[src/rtl/dsp_rr_arbiter.sv]
// Round-robin front end sharing one external a*b+c dsp_slice among NUM_REQ requesters.
// Define DSP_ARB_PRIO_EN to give requester 0 strict priority over the round robin.
module dsp_rr_arbiter #(
    parameter  int data_width = 8,
    parameter  int NUM_REQ    = 4,
    localparam int ID_W       = $clog2(NUM_REQ)
) (
    input  logic                          clk,
    input  logic                          rst_n,
    input  logic [NUM_REQ-1:0]            req_valid,
    output logic [NUM_REQ-1:0]            req_ready,
    input  logic [NUM_REQ*data_width-1:0] req_a,
    input  logic [NUM_REQ*data_width-1:0] req_b,
    input  logic [NUM_REQ*data_width-1:0] req_c,
    output logic [data_width-1:0]         dsp_a,
    output logic [data_width-1:0]         dsp_b,
    output logic [data_width-1:0]         dsp_c,
    input  logic [2*data_width-1:0]       dsp_result,
    output logic                          resp_valid,
    input  logic                          resp_ready,
    output logic [ID_W-1:0]               resp_id,
    output logic [2*data_width-1:0]       resp_result
);

    typedef enum logic [1:0] {IDLE = 2'd0, EXEC = 2'd1, RESP = 2'd2} state_t;

    typedef struct packed {
        logic [data_width-1:0] a;
        logic [data_width-1:0] b;
        logic [data_width-1:0] c;
    } operand_t;

    state_t                 state;
    logic [ID_W-1:0]        rr_ptr;
    logic [ID_W-1:0]        op_id;
    operand_t [NUM_REQ-1:0] lane_op;

    logic                   grant_any;
    logic [ID_W-1:0]        grant_id;
    logic [ID_W-1:0]        scan_idx;
    logic [ID_W-1:0]        next_ptr;

    for (genvar i = 0; i < NUM_REQ; i++) begin : g_lane
        assign lane_op[i].a = req_a[i*data_width +: data_width];
        assign lane_op[i].b = req_b[i*data_width +: data_width];
        assign lane_op[i].c = req_c[i*data_width +: data_width];
    end

    // First valid requester at or after rr_ptr, wrapping modulo NUM_REQ.
    always_comb begin
        grant_any = 1'b0;
        grant_id  = '0;
        scan_idx  = '0;
        for (int k = 0; k < NUM_REQ; k++) begin
            scan_idx = ID_W'((int'(rr_ptr) + k) % NUM_REQ);
            if (!grant_any && req_valid[scan_idx]) begin
                grant_any = 1'b1;
                grant_id  = scan_idx;
            end
        end
`ifdef DSP_ARB_PRIO_EN
        if (req_valid[0]) begin
            grant_any = 1'b1;
            grant_id  = '0;
        end
`endif
    end

    always_comb begin
        req_ready = '0;
        if (rst_n && state == IDLE && grant_any)
            req_ready[grant_id] = 1'b1;
    end

    assign next_ptr = (resp_id == ID_W'(NUM_REQ - 1)) ? '0 : resp_id + 1'b1;

    always_ff @(posedge clk or negedge rst_n) begin
        if (!rst_n) begin
            state       <= IDLE;
            rr_ptr      <= '0;
            op_id       <= '0;
            dsp_a       <= '0;
            dsp_b       <= '0;
            dsp_c       <= '0;
            resp_valid  <= 1'b0;
            resp_id     <= '0;
            resp_result <= '0;
        end else begin
            case (state)
                IDLE: begin
                    if (grant_any) begin
                        dsp_a <= lane_op[grant_id].a;
                        dsp_b <= lane_op[grant_id].b;
                        dsp_c <= lane_op[grant_id].c;
                        op_id <= grant_id;
                        state <= EXEC;
                    end
                end
                // Slice is combinational on the registered operands, so its result is settled here.
                EXEC: begin
                    resp_result <= dsp_result;
                    resp_id     <= op_id;
                    resp_valid  <= 1'b1;
                    state       <= RESP;
                end
                RESP: begin
                    if (resp_ready) begin
                        resp_valid <= 1'b0;
                        state      <= IDLE;
`ifdef DSP_ARB_PRIO_EN
                        if (resp_id != '0)
                            rr_ptr <= next_ptr;
`else
                        rr_ptr <= next_ptr;
`endif
                    end
                end
                default: state <= IDLE;
            endcase
        end
    end

endmodule

[config.mk]
export PLATFORM = sky130hd
export DESIGN_NAME = dsp_rr_arbiter
export DESIGN_NICKNAME = d
export VERILOG_FILES = /design/src/rtl/dsp_rr_arbiter.sv
export SDC_FILE = /design/constraint.sdc
export NUM_CORES = 1
export LEC_CHECK = 0
export ABC_AREA = 1
export CORE_MARGIN = 3
export CORE_UTILIZATION = 43
export CTS_BUF_LIST = sky130_fd_sc_hd__clkbuf_16
export CTS_CLUSTER_DIAMETER = 200
export DETAILED_ROUTE_END_ITERATION = 8
export PLACE_DENSITY = 0.91
export SYNTH_ARGS = -nofsm -noshare
export SYNTH_HDL_FRONTEND = slang
export SYNTH_SLANG_ARGS = --single-unit
[constraint.sdc]
create_clock -name clk -period 3.3 [get_ports clk]
set_input_delay 0.33 -clock clk [delete_from_list [all_inputs] [get_ports clk]]
set_output_delay 0.33 -clock clk [all_outputs]
set_load 0.05 [all_outputs]
==> run metrics <==
global-route wire length before repair=16900 um; Crit Path Class=reg -> out; Clock Sinks=49; yosys warns=0; die height=92.0 um; HPWL after DPL=7540 um; max cap viols=0; fin crit share=89.6%; fmax=338 MHz; synthesized area per cell=6.31 um^2; Cell variety after synth=25; cts hold-fix bufs=0; Skew-Pair Late Insertion Delay=0.28 ns; worst slack, placed=0.555 ns; DR WL met2=5250 um; Seq/Total Area, Yosys=38.5%; detailed-route vias per instance=4.85; Worst Skew=0.00833 ns; routed via count=3649; Yosys top cell area share=38.9%; drt pass-1 iters=4; Slew Limit Headroom=58.6%; met1 wire length=3880 um; CP Max Fanout=26; Area contributors post-synth=nand2_1 39%, dfrtp_1 39%, nand3_1 8.5%, buf_4 1.4%, buf_6 1.4%; Initial Util=45.6%; Clock Pin Slew Worst Setup and Hold Paths=0.07 ns; Fillers=588; cell taking the most area after synthesis=nand2_1; top sig layer=met4; Max VDD drop=0.000598 V; Nets=776; area taken by multi-input logic gates=1700 um^2; gpl congestion=0.950; Clock Tree Buf Depth=2; post-route ant nets=0; Routed wire per std cell=13.2 um; pin count of the biggest net entering global routing=50; DR DRC count=0; Syn-to-layout area delta=55.3%; Overflow after GRT=0; pwr dens=1250 nW/um^2; FF/Latch Area=1230 um^2; PnR worst setup slack=0.344 ns; layout cell share with drive strength beyond 1=5.18%; Core ar.=6980 um^2; synthesized area=3180 um^2; WL final=9960 um; number of port buffers=165; Root Driver=clkbuf_16; I/O pin total=166; met3 WL=654 um; Placed Area=4800 um^2; Leakage=2.58 nW; CP arrival=2.63 ns; post-route cell area=4940 um^2; TritonCTS buffer count=5; Antenna Cells=0; FF+latch count, synth=49; setup TNS=0 ns; antenna violations before repair=0; Die W=92.0 um; Hold Slack=0.167 ns; # setup viols final=0; CTS tree=done; vias in the first global route=3688; final hold vios=0; Slew @ Worst Pin=0.621 ns; All-Layer GR Usage=24.2%; element type at the critical path end=output port; CP Data Required Time=2.97 ns; Final Slew Violations=0; Worst Hold Class=in -> async; Critical Path Source Type=register; commonest non-fill, non-tap cells in the layout=330 x nand2_1, 160 x clkdlybuf4s50_1, 54 x nand3_1, 49 x dfrtp_1, 12 x buf_4; Mapped Cells=504; outcome=finished clean; Core Rows=30; syn nets=624; commonest non-fill, non-tap cell in the layout=nand2_1; RSZ-0062 raised after global routing=false; Die ar.=8470 um^2; H-tree depth=2; post-CTS resize count=0; Post-CTS Setup Bufs=0; min Tclk post-route=2.96 ns; Final Total Pwr=6.18 mW; DR iter-0 viols=166
[registers in the layout, summed over array words and instances (netlist names)]
register and flops:
resp_result 16, dsp_a 8, dsp_b 8, dsp_c 8, op_id 2, resp_id 2, rr_ptr 2, state 2
resp_valid 1
[area by class of cell]
class / instances / area share (%)
Tap cell: 96 / 2.43
Multi-Input combinational cell: 414 / 34.5
Inverter: 13 / 1.04
Sequential cell: 49 / 24.8
Timing Repair Buffer: 173 / 34.3
Clock inverter: 3 / 0.380
Clock buffer: 5 / 2.53
[cell usage after synthesis, drive strengths merged]
| library cell | count |
|---|---|
| o31ai | 1 |
| inv | 11 |
| nor2 | 8 |
| a21oi | 2 |
| nand3b | 1 |
| dfrtp | 49 |
| nor3 | 4 |
| clkbuf | 7 |
| nand2 | 337 |
| buf | 21 |
| clkinv | 2 |
| o21ai | 5 |
| ha | 1 |
| nand3 | 55 |
[report_power, final]
part	internal (mW)	switching (mW)	leakage, nW	total, mW
clock network	0.278	0.217	0.0672	0.495
registers	0.907	0.185	0.608	1.09
logic	1.45	3.14	1.90	4.59
total	2.64	3.54	2.58	6.18
[through the flow]
| stage | instances | utilization, % |
|---|---|---|
| after floorplan | 504 | - |
| after global placement | 745 | 68.7 |
| after detailed placement | 745 | 68.7 |
| after CTS | 753 | 70.8 |
| after global routing | 753 | 70.8 |
| final | 753 | 70.8 |
[worst max-delay path: stages, from the launching register on]
cell and delay (ns):
dfrtp_1 0.53, inv_2 0.19, nand2_1 0.07, nand2_1 0.12, nand2_1 0.10, nand2_1 0.12, nor2_4 0.05, nand3_1 0.06
nand2_1 0.08, nor2_4 0.36, inv_4 0.21, nor3_1 0.20, buf_4 0.24
[cell families after synthesis]
| logic type | count (synthesis) | share of synthesized area, % |
|---|---|---|
| buf+inv | 41 | 7.94 |
| flops | 49 | 38.5 |
| fa+ha+maj | 1 | 0.393 |
| simple gates | 405 | 51.8 |
| compound gates | 8 | 1.34 |
[worst paths after layout]
check	startpoint	end	slack (ns)	cells after the start
worst max-delay path	rr_ptr[0]	req_ready[1]	0.34	12
worst min-delay path	rst_n	resp_result[8]	0.17	2
worst max register to register	rr_ptr[0]	dsp_c[0]	0.85	15
worst min register to register	resp_result[6]	resp_result[6]	0.47	2
max in group asynchronous	rst_n	op_id[1]	2.71	2
min in group clk	resp_result[6]	resp_result[6]	0.47	2
[per-layer routing]
metal | track usage (%) | vias to the layer above
li1 | - | 1856
met3 | 5.09 | 17
met2 | 45.0 | 133
met1 | 28.2 | 1643
met5 | 0 | -
met4 | 6.06 | 0
Power figures use the tool's default switching activity.
